$ cat src/rtl/fpu_exec_seq.sv
// Execute-stage sequencer for single-precision FP instructions.
// Sign-injection and min/max are computed locally; add/sub/mul/div/sqrt are
// handed to an external arithmetic core over a start/done handshake with a
// watchdog. Produces the FP register-file write port and the pipeline stall.
module fpu_exec_seq #(
  parameter int unsigned CORE_TIMEOUT = 64
) (
  input  logic        clk,
  input  logic        reset,
  input  logic        StartE,
  input  logic [3:0]  fp_operationE,
  input  logic [2:0]  rmE,
  input  logic [4:0]  rdE,
  input  logic [31:0] fa,
  input  logic [31:0] fb,
  output logic        core_start,
  output logic [2:0]  core_op,
  output logic [2:0]  core_rm,
  output logic [31:0] core_a,
  output logic [31:0] core_b,
  input  logic        core_done,
  input  logic [31:0] core_result,
  output logic        StallFPU,
  output logic        fp_we,
  output logic [4:0]  fp_rd,
  output logic [31:0] fp_wdata,
  output logic        fp_illegal,
  output logic        fp_timeout
);

  localparam int unsigned CntW = (CORE_TIMEOUT > 1) ? $clog2(CORE_TIMEOUT) : 1;
  localparam logic [CntW-1:0] CntLast = CntW'(CORE_TIMEOUT - 1);

  typedef enum logic [1:0] {StIdle, StCore, StWb} state_e;

  state_e          state_q, state_d;
  logic [CntW-1:0] cnt_q, cnt_d;
  logic            core_start_q, core_start_d;
  logic [2:0]      core_op_q, core_op_d;
  logic [2:0]      core_rm_q, core_rm_d;
  logic [31:0]     core_a_q, core_a_d;
  logic [31:0]     core_b_q, core_b_d;
  logic            fp_we_q, fp_we_d;
  logic [4:0]      fp_rd_q, fp_rd_d;
  logic [31:0]     fp_wdata_q, fp_wdata_d;
  logic            fp_illegal_q, fp_illegal_d;
  logic            fp_timeout_q, fp_timeout_d;

  logic        a_nan, b_nan, a_lt_b;
  logic [31:0] local_res;

  // Sign-magnitude ordering (-0 < +0) and the locally computed results.
  always_comb begin
    a_nan = (fa[30:23] == 8'hFF) && (fa[22:0] != 23'd0);
    b_nan = (fb[30:23] == 8'hFF) && (fb[22:0] != 23'd0);
    if (fa[31] != fb[31]) begin
      a_lt_b = fa[31];
    end else if (fa[31]) begin
      a_lt_b = fa[30:0] > fb[30:0];
    end else begin
      a_lt_b = fa[30:0] < fb[30:0];
    end
    local_res = 32'd0;
    case (fp_operationE)
      4'd5: local_res = {fb[31], fa[30:0]};
      4'd6: local_res = {~fb[31], fa[30:0]};
      4'd7: local_res = {fa[31] ^ fb[31], fa[30:0]};
      4'd8, 4'd9: begin
        if (a_nan && b_nan) begin
          local_res = 32'h7FC0_0000;
        end else if (a_nan) begin
          local_res = fb;
        end else if (b_nan) begin
          local_res = fa;
        end else if (fp_operationE == 4'd8) begin
          local_res = a_lt_b ? fa : fb;
        end else begin
          local_res = a_lt_b ? fb : fa;
        end
      end
      default: local_res = 32'd0;
    endcase
  end

  // Next-state and next-output logic for the sequencer.
  always_comb begin
    state_d      = state_q;
    cnt_d        = cnt_q;
    core_start_d = 1'b0;
    core_op_d    = core_op_q;
    core_rm_d    = core_rm_q;
    core_a_d     = core_a_q;
    core_b_d     = core_b_q;
    fp_we_d      = 1'b0;
    fp_rd_d      = fp_rd_q;
    fp_wdata_d   = fp_wdata_q;
    fp_illegal_d = 1'b0;
    fp_timeout_d = 1'b0;
    unique case (state_q)
      StIdle: begin
        if (StartE) begin
          if (fp_operationE >= 4'd10) begin
            fp_illegal_d = 1'b1;
          end else if (fp_operationE >= 4'd5) begin
            fp_rd_d    = rdE;
            fp_wdata_d = local_res;
            fp_we_d    = 1'b1;
            state_d    = StWb;
          end else begin
            fp_rd_d      = rdE;
            core_op_d    = fp_operationE[2:0];
            core_rm_d    = rmE;
            core_a_d     = fa;
            core_b_d     = fb;
            core_start_d = 1'b1;
            cnt_d        = '0;
            state_d      = StCore;
          end
        end
      end
      StCore: begin
        // A done in the watchdog's final cycle still wins.
        if (core_done) begin
          fp_wdata_d = core_result;
          fp_we_d    = 1'b1;
          state_d    = StWb;
        end else if (cnt_q == CntLast) begin
          fp_timeout_d = 1'b1;
          state_d      = StWb;
        end else begin
          cnt_d = cnt_q + 1'b1;
        end
      end
      StWb: begin
        state_d = StIdle;
      end
      default: begin
        state_d = StIdle;
      end
    endcase
  end

  // State and registered outputs; reset discards any operation in flight.
  always_ff @(posedge clk) begin
    if (reset) begin
      state_q      <= StIdle;
      cnt_q        <= '0;
      core_start_q <= 1'b0;
      core_op_q    <= 3'd0;
      core_rm_q    <= 3'd0;
      core_a_q     <= 32'd0;
      core_b_q     <= 32'd0;
      fp_we_q      <= 1'b0;
      fp_rd_q      <= 5'd0;
      fp_wdata_q   <= 32'd0;
      fp_illegal_q <= 1'b0;
      fp_timeout_q <= 1'b0;
    end else begin
      state_q      <= state_d;
      cnt_q        <= cnt_d;
      core_start_q <= core_start_d;
      core_op_q    <= core_op_d;
      core_rm_q    <= core_rm_d;
      core_a_q     <= core_a_d;
      core_b_q     <= core_b_d;
      fp_we_q      <= fp_we_d;
      fp_rd_q      <= fp_rd_d;
      fp_wdata_q   <= fp_wdata_d;
      fp_illegal_q <= fp_illegal_d;
      fp_timeout_q <= fp_timeout_d;
    end
  end

  // Stall is the only combinational output.
  always_comb begin
    StallFPU = ((state_q == StIdle) && StartE && (fp_operationE <= 4'd9)) ||
               (state_q == StCore);
  end

  assign core_start = core_start_q;
  assign core_op    = core_op_q;
  assign core_rm    = core_rm_q;
  assign core_a     = core_a_q;
  assign core_b     = core_b_q;
  assign fp_we      = fp_we_q;
  assign fp_rd      = fp_rd_q;
  assign fp_wdata   = fp_wdata_q;
  assign fp_illegal = fp_illegal_q;
  assign fp_timeout = fp_timeout_q;

endmodule
$ cat config.mk
export PLATFORM = sky130hd
export DESIGN_NAME = fpu_exec_seq
export DESIGN_NICKNAME = d
export VERILOG_FILES = /design/src/rtl/fpu_exec_seq.sv
export SDC_FILE = /design/constraint.sdc
export NUM_CORES = 1
export LEC_CHECK = 0
export CORE_AREA = 10 10 116 171
export CTS_CLUSTER_DIAMETER = 80
export DETAILED_ROUTE_END_ITERATION = 10
export DIE_AREA = 0 0 126 181
export GPL_ROUTABILITY_DRIVEN = 0
export PLACE_DENSITY_LB_ADDON = 0.05
export RECOVER_POWER = 25
export SETUP_SLACK_MARGIN = 0.5
export SLEW_MARGIN = 15
export SYNTH_ARGS = -nofsm -noshare
export SYNTH_HDL_FRONTEND = slang
export SYNTH_SLANG_ARGS = --single-unit
$ cat constraint.sdc
create_clock -name clk -period 8.7 [get_ports clk]
set_input_delay 1.305 -clock clk [delete_from_list [all_inputs] [get_ports clk]]
set_output_delay 1.305 -clock clk [all_outputs]
set_load 0.05 [all_outputs]
* After elaboration in Yosys (flattened, before gate mapping) *
Index checks and enable logic that the tools add are counted.

word-level totals
  register bits after elaboration = 119
  bits in latches = 0
  RAM bits = 0
  ROM bits = 0
  bits of input ports = 112
  output and inout port bits = 112
  memories kept = 0

cells by class
  $add $sub $neg = 1
  multiply operators = 0
  div/mod/pow operators = 0
  magnitude comparators = 5
  equal/unequal tests = 18
  shift-type cells = 0
  mux-type cells = 34
  bitwise logic cells = 7
  reduce and logical (&&, ||, !) cells = 19

operators with widths
  operator             count
  $mux 32              10
  $pmux 32 s4          1
  $pmux 32 s2          1
  $reduce_bool 23->1   2
  $gt 31x31->1         1
  $lt 31x31->1         1
  $mux 6               5
  $eq 8x8->1 const B   2
  $ne 2x2->1 const B   7
  $eq 4x3->1 const B   3
  $pmux 6 s2           1
  $mux 2               5
  $mux 1               9
  $eq 4x4->1 const B   2
  $add 6x1->6 const B  1
  $eq 6x6->1 const B   1
  $not 1->1            6
  $reduce_and 3->1     2
  $reduce_and 6->1     1
  $reduce_or 3->1      2
  $logic_and 1x1->1    5
  $reduce_and 5->1     1
  $ge 4x3->1 const B   1
  $ge 4x4->1 const B   1
  13 further kinds     13

* Longest topological paths before layout *
  depth in word-level cells = 13
  gate-level depth with buffers = 14
  depth with buffers taken out = 12

* Worst setup path after synthesis *
No wires, ideal clock.

  kind = input-to-reg
  from = input fb[20]
  to = register fp_wdata_q[11] (netlist: fp_wdata[11])
  arrival = 3.625 ns
  required time = 8.554 ns
  slack = 4.929 ns
  stages on the path = 13
  buffers on the path = 1
  cells stage by stage = inv_1 > ha_1 > a41oi_1 > o21ai_1 > a2111oi_2 > o211ai_1 > a211o_1 > nand2_2 > xor2_2 > a211oi_4 > buf_6 > a221oi_2 > a211oi_2

on the way
  longest elaborated chain between the ends = 13

RTL lines
  element                                       RTL line  RTL
  from (decl)                                   15        input logic [31:0] fb,
  $lt 31x31->1 or $gt 31x31->1 (tied branches)  61, 59
  $mux 1                                        58        end else if (fa[31]) begin
  $mux 1                                        56        if (fa[31] != fb[31]) begin
  $mux 32, on equally long branches             78, 76
  $mux 32                                       75        end else if (fp_operationE == 4'd8) begin
  $mux 32                                       73        end else if (b_nan) begin
  $mux 32                                       71        end else if (a_nan) begin
  $mux 32 (*)                                   69        if (a_nan && b_nan) begin
  $pmux 32 s4 (*)                               64        case (fp_operationE)
  $mux 32 (*)                                   104       end else if (fp_operationE >= 4'd5) begin
  $mux 32 (*)                                   102       if (fp_operationE >= 4'd10) begin
  $mux 32 (*)                                   101       if (StartE) begin
  $pmux 32 s2 (*)                               99        unique case (state_q)
  to (signal assigned)                          168       fp_wdata_q <= fp_wdata_d;
  to (decl)                                     45        logic [31:0] fp_wdata_q, fp_wdata_d;

Mark *: on every way between the ends. The rest lies on a longest branch, timed or not. The select of a mux whose other input is x is not followed.
A chain may end at the register's enable or synchronous reset.

* Worst setup path in the final report *
  from = input fp_operationE[1]
  to = output StallFPU

on the way
  longest elaborated chain between the ends = 3

RTL lines
  element            RTL line  RTL
  from (decl)        11        input logic [3:0] fp_operationE,
  $le 4x4->1         176       StallFPU = ((state_q == StIdle) && StartE && (fp_operationE <= 4'd9)) ||
  $logic_and 1x1->1  176
  $logic_or 1x1->1   176
  to (decl)          23        output logic StallFPU,

No other way between the ends.

==> impl_metrics.py <==
metrics = {
    "logic_synthesis": {
        "synthTopCellsByArea": "dfxtp_1, nand2_1, a21oi_1",
        "synth_xor_area_share_pct": 0.984,
        "synth_compound_area_share_pct": 23.3,
        "synthMuxAreaShare_pct": 1.31,
        "synthFlopType": "dfxtp_1",
        "seq_area_frac_synth_pct": 39.0,
        "syn_avg_cell_area_sq_um": 8.35,
        "netlist_area_sq_mm": 0.00610,
        "synth-simple-area-share_pct": 22.4,
        "synth.distinct_cells": 54,
        "synth_top_family_by_area": "compound AO/OA/AOI/OAI gates",
        "synth_edf_count": 0,
        "synth_commonest_cells": "nand2_1, dfxtp_1, a21oi_1",
        "netlist_instances": 731,
        "synth_fa_ha_area_share_pct": 6.97,
        "ys_seq_elements": 119,
        "yosysTopAreaCellShare_pct": 39.0,
        "synth_nets": 877,
        "synth.most_common_cell": "nand2_1",
        "async_flop_share_pct": 0,
        "synth_top_cell_by_area": "dfxtp_1",
        "yosys_warnings": 0,
    },
    "floorplan": {
        "top_level_ports": 224,
        "fp.dieW_microns": 126,
        "initial_utilization_pct": 36.6,
        "fp-row-count": 58,
        "coreArea_sq_mm": 0.0167,
        "die_h_microns": 181,
        "die_area_sq_mm": 0.0228,
    },
    "cells_and_area": {
        "nNetsFinal": 1074,
        "fill_cells": 1579,
        "layout-drive-gt1-share_pct": 10.3,
        "final_area_sq_mm": 0.00905,
        "area_growth_pct": 48.4,
        "diodes": 0,
    },
    "worst_setup_path": {
        "crit_path_start_kind": "input port",
        "cpMaxStageDelayCell": "clkdlybuf4s50_1",
        "arrival_ps": 3650,
        "setup.worst_path.class": "input port to output port",
        "critPathMaxFanout": 8,
        "cp-end-kind": "output port",
        "cp.required_ps": 7390,
        "cpPeakStageDelay_ps": 820,
        "path_cells": "dlygate4sd3_1 -> o21ai_0 -> nand3_1 -> nand2_1 -> clkdlybuf4s50_1",
    },
    "clock_network": {
        "htree_levels": 4,
        "clock_sinks": 119,
        "clockBufferDepth": 2,
        "cts_root_buffer": "clkbuf_16",
        "holdBufCountCts": 0,
        "ctsResizeCount": 0,
        "cts_tree": "built",
        "clock_latency_ps": 410,
        "post_cts_buffers": 0,
        "cts.clk_slew.worst_paths_ps": 60,
        "cts-buffers-inserted": 17,
    },
    "timing": {
        "min_period_over_period_pct": 57.0,
        "skew_ps": 11.0,
        "slew-limit-headroom_pct": 29.5,
        "finalSetupViolCount": 0,
        "rsz0062_at_grt": "no",
        "drv_slew": 0,
        "tns_ps": 0,
        "fmax_mhz": 202,
        "min_period_ps": 4960,
        "finalWorstSetupSlack_ps": 3740,
        "worst_pin_slew_ps": 1060,
        "finalHoldViolCount": 0,
    },
    "placement": {
        "post-dp-hpwl_mm": 18.2,
        "placed_cell_area_sq_mm": 0.00842,
        "port_buffers": 223,
        "post-place-ws_ps": 3700,
    },
    "drt": {
        "ant_nets": 0,
        "via_per_inst": 5.35,
        "wl_per_cell_microns": 20.9,
        "via_count": 6155,
        "drt_iter0_drc": 374,
        "drc_errors": 0,
        "first_pass_iters": 5,
        "totalWireLength_mm": 24.0,
    },
    "global_routing": {
        "busiest_layer": "met2",
        "grt_usage_pct": 20.5,
        "use_met1_pct": 20.9,
        "grt_max_degree": 77,
        "grt.met2_usage_pct": 37.6,
        "grt_pass1_vias": 6510,
        "grtUsageMet3_pct": 6.18,
        "antenna_found_initial": 0,
        "grt_pass1_wl_mm": 37.4,
        "grt_overflow_total": 0,
    },
    "job": {
        "maxCapViolations": 0,
    },
    "power": {
        "p_leak_nw": 3.52,
        "irDropWorstVdd_mv": 0.114,
        "power-per-cell-area_mw_per_mm2": 195,
    },
    "status": {
        "outcome": "finished, final reports clean",
    },
    "worst_hold_path": {
        "min_path_type": "flop to flop",
    },
}
critical path, delay by kind of cell:
kind                   cells  cell delay (ps)
buffers and inverters      2             1440
AND/OR/NAND/NOR            2              620
AO/OA/AOI/OAI              1              280
cells in the final DEF, fill, tap and decap left out, types with 10 or more instances in the layout:
cell and n:
clkdlybuf4s50_1 171, nand2_1 156, dfxtp_1 119, a21oi_1 84
nor2_1 52, dlygate4sd3_1 51, inv_1 35, ha_1 34
nand3_1 28, a221oi_2 25, a211oi_2 20, clkbuf_16 17
nand4_1 14, nor4_1 12, nor3_1 11, nand3b_1 10
power breakdown:
| part | leakage [nW] | total [mW] | switching (mW) | internal (mW) |
|---|---|---|---|---|
| clock | 0.293 | 0.756 | 0.268 | 0.488 |
| sequential | 0.970 | 0.592 | 0.0160 | 0.576 |
| combinational | 2.26 | 0.417 | 0.266 | 0.152 |
registers in the layout, indices dropped and copies added, names as in the netlist:
signal and cells:
core_a 32, core_rm 3, fp_wdata 32, core_op 3, core_start 1, core_b 32, fp_timeout 1, fp_rd 5
state_q 2, fp_we 1, fp_illegal 1, cnt_q 6
routing by layer:
| metal | vias to the layer above | part of all wire (%) |
|---|---|---|
| met5 | - | 0 |
| met2 | 204 | 54 |
| met4 | 0 | 3.0 |
| li1 | 2989 | - |
| met3 | 39 | 6.3 |
| met1 | 2923 | 37 |
worst paths after layout:
| kind | start | to | slack, ps | depth (start not counted) |
|---|---|---|---|---|
| max | fp_operationE[1] | StallFPU | 3740 | 5 |
| min | core_b[5]$_SDFFE_PP0P_ | core_b[5]$_SDFFE_PP0P_ | 450 | 2 |
| max reg2reg | state_q[1]$_SDFFE_PP0P_ | fp_wdata[22]$_SDFFE_PP0P_ | 6250 | 6 |
| min reg2reg | core_b[5]$_SDFFE_PP0P_ | core_b[5]$_SDFFE_PP0P_ | 450 | 2 |
cell type report:
cell class | instances | area [sq um] | area share [%]
clock buffer | 21 | 450 | 4.97
clock inverter | 11 | 174 | 1.92
inverter | 35 | 131 | 1.45
tap | 210 | 263 | 2.90
multi-input combinational | 526 | 3380 | 37.3
timing repair buffer | 229 | 2270 | 25.1
sequential | 119 | 2380 | 26.3
per-stage QoR:
| step | std cells | hold slack, ps | utilization, % | total power, mW |
|---|---|---|---|---|
| detailed placement | 1119 | 446 | 50.5 | 1.03 |
| CTS | 1151 | 454 | 54.2 | 1.79 |
| global route | 1151 | 465 | 54.3 | 1.83 |
| global placement | 1119 | 442 | 50.5 | 1.02 |
| floorplan | 731 | 437 | - | 0.853 |
| finish | 1151 | 450 | 54.3 | 1.77 |
cell families after synthesis:
logic type | after synthesis
mux | 8
simple gates | 304
xor+xnor | 6
fa+ha+maj | 34
flops | 119
buf+inv | 86
compound gates | 174
(Power assumes the default switching activity.)
